===== config.mk =====
export PLATFORM = sky130hd
export DESIGN_NAME = vga_timing_gen
export DESIGN_NICKNAME = d
export VERILOG_FILES = /design/src/rtl/vga_timing_gen.sv
export SDC_FILE = /design/constraint.sdc
export NUM_CORES = 1
export LEC_CHECK = 0
export ABC_AREA = 1
export CORE_ASPECT_RATIO = 1.25
export CORE_MARGIN = 2
export CORE_UTILIZATION = 25
export DETAILED_ROUTE_END_ITERATION = 7
export GPL_TIMING_DRIVEN = 0
export PLACE_DENSITY_LB_ADDON = 0.1
export SLEW_MARGIN = 20
export SYNTH_ARGS = -nofsm -noshare
export SYNTH_HDL_FRONTEND = slang
export SYNTH_SLANG_ARGS = --single-unit

===== constraint.sdc =====
create_clock -name Clk -period 1.89 [get_ports Clk]
set_clock_uncertainty 0.1 [all_clocks]
set_input_delay 0.2835 -clock Clk [delete_from_list [all_inputs] [get_ports Clk]]
set_output_delay 0.2835 -clock Clk [all_outputs]
set_load 0.01 [all_outputs]

===== src/rtl/vga_timing_gen.sv =====
// vga_timing_gen: 640x480@60 style VGA raster timing from a 50 MHz clock.
//   A divide-by-two phase register gives the 25 MHz pixel clock. The pixel
//   counters advance on the Clk edge where phase==1. Sync and blank outputs
//   are registered from the next counter values so they stay aligned with
//   DrawX/DrawY.
// Ports:
//   Clk, Reset_n        - system clock, async active-low reset
//   status_in[4:0]      - one-hot game status {selecting,waiting,playing,win,lose}
//   DrawX, DrawY        - current pixel column / row
//   VGA_CLK             - 25 MHz pixel clock (phase register)
//   VGA_HS, VGA_VS      - active-low syncs
//   VGA_BLANK_N         - high in the visible region
//   VGA_SYNC_N          - tied low
//   frame_start         - one-Clk pulse when the raster wraps to (0,0)
//   frame_count         - frames completed, modulo 2^16
//   status_out          - status_in captured at frame wrap, only when one-hot
module vga_timing_gen #(
    parameter int H_VISIBLE = 640,
    parameter int H_FP      = 16,
    parameter int H_SYNC    = 96,
    parameter int H_BP      = 48,
    parameter int V_VISIBLE = 480,
    parameter int V_FP      = 10,
    parameter int V_SYNC    = 2,
    parameter int V_BP      = 33
) (
    input  logic        Clk,
    input  logic        Reset_n,
    input  logic [4:0]  status_in,
    output logic [9:0]  DrawX,
    output logic [9:0]  DrawY,
    output logic        VGA_CLK,
    output logic        VGA_HS,
    output logic        VGA_VS,
    output logic        VGA_BLANK_N,
    output logic        VGA_SYNC_N,
    output logic        frame_start,
    output logic [15:0] frame_count,
    output logic [4:0]  status_out
);

    localparam int H_TOTAL = H_VISIBLE + H_FP + H_SYNC + H_BP;
    localparam int V_TOTAL = V_VISIBLE + V_FP + V_SYNC + V_BP;

    localparam logic [9:0] H_LAST   = 10'(H_TOTAL - 1);
    localparam logic [9:0] V_LAST   = 10'(V_TOTAL - 1);
    localparam logic [9:0] H_VIS    = 10'(H_VISIBLE);
    localparam logic [9:0] V_VIS    = 10'(V_VISIBLE);
    localparam logic [9:0] HS_BEG   = 10'(H_VISIBLE + H_FP);
    localparam logic [9:0] HS_END   = 10'(H_VISIBLE + H_FP + H_SYNC - 1);
    localparam logic [9:0] VS_BEG   = 10'(V_VISIBLE + V_FP);
    localparam logic [9:0] VS_END   = 10'(V_VISIBLE + V_FP + V_SYNC - 1);
    localparam logic [4:0] ST_RESET = 5'b10000;

    logic       phase;
    logic [9:0] hc, vc;
    logic [9:0] hc_nxt, vc_nxt;
    logic       h_wrap, frame_wrap;
    logic       status_ok;

    // Next-state counters; the sync/blank registers decode these so every
    // output changes on the same edge as the counters.
    always_comb begin
        h_wrap     = phase && (hc == H_LAST);
        frame_wrap = h_wrap && (vc == V_LAST);
        hc_nxt     = hc;
        vc_nxt     = vc;
        if (phase)
            hc_nxt = h_wrap ? 10'd0 : hc + 10'd1;
        if (h_wrap)
            vc_nxt = (vc == V_LAST) ? 10'd0 : vc + 10'd1;
    end

    // Exactly one bit set: non-zero and clearing the lowest set bit leaves 0.
    assign status_ok = (status_in != 5'd0) && ((status_in & (status_in - 5'd1)) == 5'd0);

    always_ff @(posedge Clk or negedge Reset_n) begin
        if (!Reset_n) begin
            phase       <= 1'b0;
            hc          <= 10'd0;
            vc          <= 10'd0;
            VGA_HS      <= 1'b1;
            VGA_VS      <= 1'b1;
            VGA_BLANK_N <= 1'b1;
            frame_start <= 1'b0;
            frame_count <= 16'd0;
            status_out  <= ST_RESET;
        end else begin
            phase       <= ~phase;
            hc          <= hc_nxt;
            vc          <= vc_nxt;
            VGA_HS      <= !((hc_nxt >= HS_BEG) && (hc_nxt <= HS_END));
            VGA_VS      <= !((vc_nxt >= VS_BEG) && (vc_nxt <= VS_END));
            VGA_BLANK_N <= (hc_nxt < H_VIS) && (vc_nxt < V_VIS);
            frame_start <= frame_wrap;
            // Status is only sampled at the frame boundary so the colour path
            // never sees a change mid-frame; malformed codes are ignored.
            if (frame_wrap) begin
                frame_count <= frame_count + 16'd1;
                if (status_ok)
                    status_out <= status_in;
            end
        end
    end

    assign DrawX      = hc;
    assign DrawY      = vc;
    assign VGA_CLK    = phase;
    assign VGA_SYNC_N = 1'b0;

endmodule


==> results of run 1 <==
-- final timing paths --
kind	from	to	cells after the start
worst max register to register	DrawY[1]	frame_count[14]	11
worst min-delay path	frame_count[12]	frame_count[12]	1
max in group asynchronous	Reset_n	DrawY[7]	2
worst min register to register	frame_count[12]	frame_count[12]	1
min in group asynchronous	Reset_n	status_out[2]	2
worst max-delay path	DrawY[1]	frame_count[14]	11
-- kinds of logic (layout without fill, tap and decap cells) --
family,after synthesis,in the layout
buffers and inverters,64,148
AND/OR/NAND/NOR,178,178
other,1,1
flip-flops,46,46
adder cells (fa/ha/maj),4,4
XOR/XNOR,17,17
AO/OA/AOI/OAI,27,27
-- cells in the mapped netlist (2+ instances only) --
| library cell | n |
|---|---|
| a21o_1 | 2 |
| a21oi_1 | 4 |
| buf_4 | 2 |
| dfrtp_1 | 42 |
| dfstp_2 | 4 |
| ha_1 | 4 |
| inv_1 | 57 |
| inv_2 | 4 |
| nand2_1 | 77 |
| nand2_2 | 2 |
| nand2_4 | 3 |
| nand3_1 | 42 |
| nand3_2 | 2 |
| nand3b_1 | 2 |
| nand4_1 | 5 |
| nor2_1 | 26 |
| nor2_2 | 3 |
| nor2_4 | 4 |
| nor3_1 | 7 |
| o21ai_0 | 19 |
| xnor2_1 | 10 |
| xor2_1 | 7 |
-- registers in the layout (all words and copies together), names as in the netlist --
register     flops
frame_count     16
DrawX           10
DrawY           10
status_out       5
VGA_BLANK_N      1
VGA_CLK          1
VGA_HS           1
VGA_VS           1
frame_start      1
-- final cells by class --
| type | instances | area [µm²] | area share |
|---|---|---|---|
| clock buffers | 6 | 128.9 | 0.03414 |
| flip-flops and latches | 46 | 1162 | 0.3079 |
| repair buffers | 76 | 713.2 | 0.1889 |
| well taps | 129 | 161.4 | 0.04276 |
| inverters | 61 | 229.0 | 0.06066 |
| clock inverters | 2 | 10.01 | 0.002652 |
| multi-input cells | 227 | 1344 | 0.3560 |
| plain buffers | 3 | 26.28 | 0.006961 |
-- power by group through the flow --
stage,Sequential (mW),Clock (mW),Combinational [mW]
6_report,0.984,0.880,0.0453
5_1_grt,0.984,0.958,0.0532
4_1_cts,0.984,0.918,0.0474
3_5_place_dp,1.00,0,0.0454
3_3_place_gp,1.00,0,0.0459
2_1_floorplan,1.00,0,0.00884
-- through the flow --
stage	std cells	setup TNS [ps]
finish	550	0
global route	550	-212.7
CTS	537	-28.07
detailed placement	518	-2031
global placement	518	-49050
floorplan	337	0
-- worst max-delay path: stages, from the launching register on --
cell     delay (ps)
dfrtp_1         400
inv_2            90
ha_4            160
nand2_4          50
nor2_4          110
nand3_4         110
nor2_8          130
buf_12          130
nand2_8          50
nor2_4          150
nand3_2         100
xnor2_2         150
-- routing by layer --
metal | GRT usage | share of wire
met5 | 0 | 0
met4 | 0.04167 | 0.016
met2 | 0.2179 | 0.51
met1 | 0.1500 | 0.43
met3 | 0.03442 | 0.047
-- repair_timing --
| action | 4_1_cts | 5_1_grt |
|---|---|---|
| hold buffers | 1 | 0 |
| cloned | 0 | 0 |
| pin swaps | 1 | 10 |
| setup endpoints to repair | 16 | 15 |
| resized for setup | 12 | 33 |
| endpoints found under the hold margin | 42 | 0 |
| setup buffers | 10 | 13 |
==> metrics, run 1 <==
outcome=complete, no violations; maximum fanout along the worst path=6; critical path endpoint category=register; synthesized-area fraction occupied by ao, oa, aoi and oai cells=0.05612; most common cell after layout, fill and taps aside=nand2_1; final weighted congestion in routability-driven placement=between 0.8 and 0.9; number of detailed-route iterations in the first pass=4; Hold Worst Slack=403.9 ps; net switching power of the design=421.8 µW; total number of yosys warnings=0; Area after DPL=roughly 3300 µm²; Die ar.=11270 µm²; number of top-level pins=54; clock edge transition at the registers on the reported setup and hold paths=70 ps; Clk network pwr share=0.461; Achievable Freq=0.5393 GHz; internal power=1.488 mW; std cell rows=41; top_reg_cell synth=dfrtp_1; IR Drop Worst-Case VDD=0.0003514 V; via density per instance=4.364; Period minus WS final=1854 ps; top post-synthesis cells by area=dfrtp_1 (40%), nand2_1 (11%), inv_1 (8.2%), nand3_1 (8.1%), dfstp_2 (4.0%); pin count of the biggest net entering global routing=47; r2r setup slk=40 ps; number of antenna violations at the first check in global routing=0; All-Layer GR Usage=0.1268; final non-filler cell area=3775 µm²; half-perimeter wire length of the detailed placement result=between 4000 and 5000 µm; die extent in y=118.2 µm; via count of the first global-routing pass=2349; count of flip-flops with a built-in enable after synthesis=0; Seq/Total Area, Yosys=0.4432; Post-Syn Nets=348; combinational family with the most area after synthesis=simple AND/OR/NAND/NOR gates; Syn Std Cell Area=2609 µm²; Layout fillers=1078; final period utilization=0.9811; classification of the worst setup path=reg -> reg; share of post-route cells with drive strength above 1=0.2090; first-iteration detailed-routing DRC count=66; DR vias=2400; Syn Area/Cell=7.741 µm²; Core ar.=10110 µm²; arrival time of the worst setup path=a little under 2000 ps; routed length per instance=12.57 µm; transition time at the pin with the least slew margin=650.7 ps; maximum level of the CTS H-tree=2; register share of total power=0.516; adder-cell share of the synthesized area=0.01918; logic gate share of total power=0.024; minimum setup slack in the final design=35.77 ps; aggregate global routing overflow=0; count of cell types in the netlist=31; startpoint types=register; # Max-Cap Violations=0; clock insertion delay at the later pin of the skew report=290 ps; DRT Wirelength=6915 µm; fraction of post-synthesis cell area in the top cell type by area=0.4029; number of sinks driven by the clock tree=46; required arrival time at the worst endpoint=1970 ps; unrepaired setup endpoints after global routing=yes; clock root buffer=clkbuf_16; number of nets with antenna violations after detailed routing=0; core utilization of the finished layout=0.3735; leakage power total=1.775 nW; initial core utilization=0.2581; # DRC=0; nets=431; setup-violating endpoint count in the final report=0; Cells after Synth=around 340; most frequent cells in the layout=nand2_1 (76), inv_1 (51), clkdlybuf4s50_1 (51); clock tree buffer depth=2; area share of xor/xnor cells in the synthesized design=0.05707; Buffers on Ports=52; overall power consumption=1.909 mW; wire length of the first global-routing pass=11210 µm; Synth Area in Simple Gates=0.3276; Hold Violations, Final=0; fraction of synthesized area in multiplexers=0; switching share of power=0.2209; Post-Place Setup Slack=-287.3 ps; number of antenna diodes=0; path type of the worst min-delay path=reg -> reg; power density normalized to cell area=slightly above 500 nW/µm²; number of buffers created by CTS=5; synthesized flop and latch total=46; number of max-slew violations in the final report=0; proportion of synthesized flip-flops having asynchronous set or reset=1.000; max-slew headroom at the worst pin=0.5662; largest area contributor in the synthesized netlist=dfrtp_1; die outline width=95.37 µm; post-synthesis to final-layout area growth=44.70%; clock tree from TritonCTS=done
Note: power is estimated with default switching activity, not from simulation.
==> run 2: changes to the inputs <==
Settings changed: PLACE_DENSITY_LB_ADDON 0.1 to unset.
==> run 2 against run 1 <==
  * Register-to-register slack about the same
  * Sequential power about the same
  * Wire length decreased by 6.7%
  * Highest routed layer unchanged
  * Critical path depth unchanged
  * Cell count decreased by 1.6%
  * Critical endpoint is now frame_count[12]
  * Count of clock-buffer cells in the layout increased by 1
  * Largest cell class unchanged
==> metrics, run 2 (same netlist as run 1, synthesis figures left out) <==
delay of the slowest critical-path stage=390 ps (about the same); first-iteration detailed-routing DRC count=63 (-4.5%); die extent in y=118.2 µm (unchanged); number of sinks driven by the clock tree=46 (unchanged); cell chain of the critical path=inv_2 -> ha_4 -> nand2_2 -> nor2_2 -> nand3_2 -> nor2_8 -> buf_12 -> nand2_8 -> nor2_4 -> nand3_2 -> xnor2_2; nets=423 (-1.9%); flip-flop count of the largest register, all copies and words added=16 (unchanged); Area after DPL=3306 µm² (+0.53%); overall power consumption=1.854 mW (-2.9%); post-synthesis to final-layout area growth=40.77%; number of cells in the finished layout apart from fillers=541 (-1.6%); maximum level of the CTS H-tree=2 (unchanged); number of max-slew violations in the final report=0 (unchanged); # DRC=0 (unchanged); number of buffers created by CTS=5 (unchanged); standard cell with the maximum stage delay on the critical path=dfrtp_1; Top Family by Delay on Critical Path=simple AND/OR/NAND/NOR gates; wire length of the first global-routing pass=10720 µm (-4.4%); number of detailed-route iterations in the first pass=4 (unchanged); Buffers on Ports=52 (unchanged); number of antenna violations at the first check in global routing=0 (unchanged); Achievable Freq=0.5379 GHz (-0.27%); die outline width=95.37 µm (unchanged); setup-violating endpoint count in the final report=0 (unchanged); critical path endpoint category=register; half-perimeter wire length of the detailed placement result=4787 µm (-0.91%); required arrival time at the worst endpoint=1960 ps (about the same); Most common cell on crit path=nand3_2; Period minus WS final=1859 ps (+5.029 ps); Core ar.=10110 µm² (unchanged); via density per instance=4.453 (+2.0%); Reg with most FFs=frame_count; via count of the first global-routing pass=2335 (-0.60%); final non-filler cell area=3672 µm² (-2.7%); number of top-level pins=54 (unchanged); Die ar.=11270 µm² (unchanged); pin count of the biggest net entering global routing=30 (-36%); All-Layer GR Usage=0.1183 (-0.008459); # Max-Cap Violations=0 (unchanged); clock edge transition at the registers on the reported setup and hold paths=60 ps (about the same); final period utilization=0.9837 (+0.002661); unrepaired setup endpoints after global routing=yes; power density normalized to cell area=504.9 nW/µm² (-0.18%); routed length per instance=11.93 µm (-5.1%); Hold Worst Slack=380.1 ps (-23.81 ps); core utilization of the finished layout=0.3634 (-0.01015); most frequent cells in the layout=nand2_1 (76), inv_1 (53), clkdlybuf4s50_1 (51); clock tree from TritonCTS=done; clock insertion delay at the later pin of the skew report=280 ps (about the same); classification of the worst setup path=reg -> reg; leakage power total=1.726 nW (-2.7%); DRT Wirelength=6452 µm (-6.7%); IR Drop Worst-Case VDD=0.0003352 V (-4.6%); outcome=complete, no violations; clock root buffer=clkbuf_16; DR vias=2409 (+0.38%); startpoint types=register; number of nets with antenna violations after detailed routing=0 (unchanged); path type of the worst min-delay path=in -> async; clock tree buffer depth=2 (unchanged); number of buffers and inverters on the critical path=2 (unchanged); final weighted congestion in routability-driven placement=0.8428 (+4.3%); Hold Violations, Final=0 (unchanged); maximum fanout along the worst path=4 (-2); arrival time of the worst setup path=1930 ps (about the same); share of post-route cells with drive strength above 1=0.1723 (-0.03670); most common cell after layout, fill and taps aside=nand2_1; number of antenna diodes=0 (unchanged); initial core utilization=0.2581 (unchanged); std cell rows=41 (unchanged); aggregate global routing overflow=0 (unchanged); number of placed instances with taps included=519 (+0.19%)
[run 2: cell type report]
type | instances | area, µm²
multi-input combinational | 227 | 1306
sequential | 46 | 1157
buffer | 3 | 22.52
inverter | 61 | 229.0
fill | 1027 | 6434
tap | 129 | 161.4
clock buffer | 7 | 132.6
timing repair buffer | 68 | 663.1
[run 2: power breakdown]
group	total [mW]	internal, mW	switching (mW)
sequential	0.985	0.985	0
combinational	0.0481	0.0195	0.0286
clock	0.821	0.484	0.337
total	1.85	1.49	0.366
[run 2: what timing repair did]
action / in CTS / in global routing
setup endpoints to repair: 17 / 13
buffers inserted: 10 / 4
pin swaps: 1 / 5
hold endpoints to repair: 15 / 0
hold buffers: 1 / 0
gates resized for setup: 9 / 25
[run 2: through the flow]
stage	setup WS, ps	setup TNS [ps]
after CTS	2.208	0
after global routing	-71.37	-319.1
after global placement	-887.6	-40140
after floorplan	40.00	0
after detailed placement	-287.1	-1861
final	30.74	0
[run 2: worst reg2reg max path: stages (launching register included)]
cell and delay (ps):
dfrtp_1 390, inv_2 100, ha_4 150, nand2_2 50
nor2_2 100, nand3_2 150, nor2_8 140, buf_12 130
nand2_8 50, nor2_4 140, nand3_2 100, xnor2_2 150
[run 2: layer usage]
metal | global-route usage | wire length (µm) | part of all wire | vias up
met5 | 0 | 0 | 0 | -
li1 | - | - | - | 1204
met2 | 0.2082 | 3342 | 0.52 | 74
met1 | 0.1410 | 2646 | 0.41 | 1120
met3 | 0.02804 | 356 | 0.055 | 11
met4 | 0.03261 | 106 | 0.016 | 0
[run 2: worst paths after layout]
kind / startpoint / to / slack (ps) / depth (start not counted)
min: Reset_n / DrawX[4] / 380 / 2
max in group asynchronous: Reset_n / status_out[4] / 730 / 3
max: DrawY[0] / frame_count[12] / 30 / 11
min in group Clk: frame_count[6] / frame_count[6] / 400 / 1
min reg2reg: frame_count[6] / frame_count[6] / 400 / 1
max reg2reg: DrawY[0] / frame_count[12] / 30 / 11
==> run 3: changes to the inputs <==
Settings changed: CTS_CLUSTER_DIAMETER set to 80, HOLD_SLACK_MARGIN set to 0.03.
==> results of run 3 <==
Final layout, timing and power as in run 2 (identical DEF).
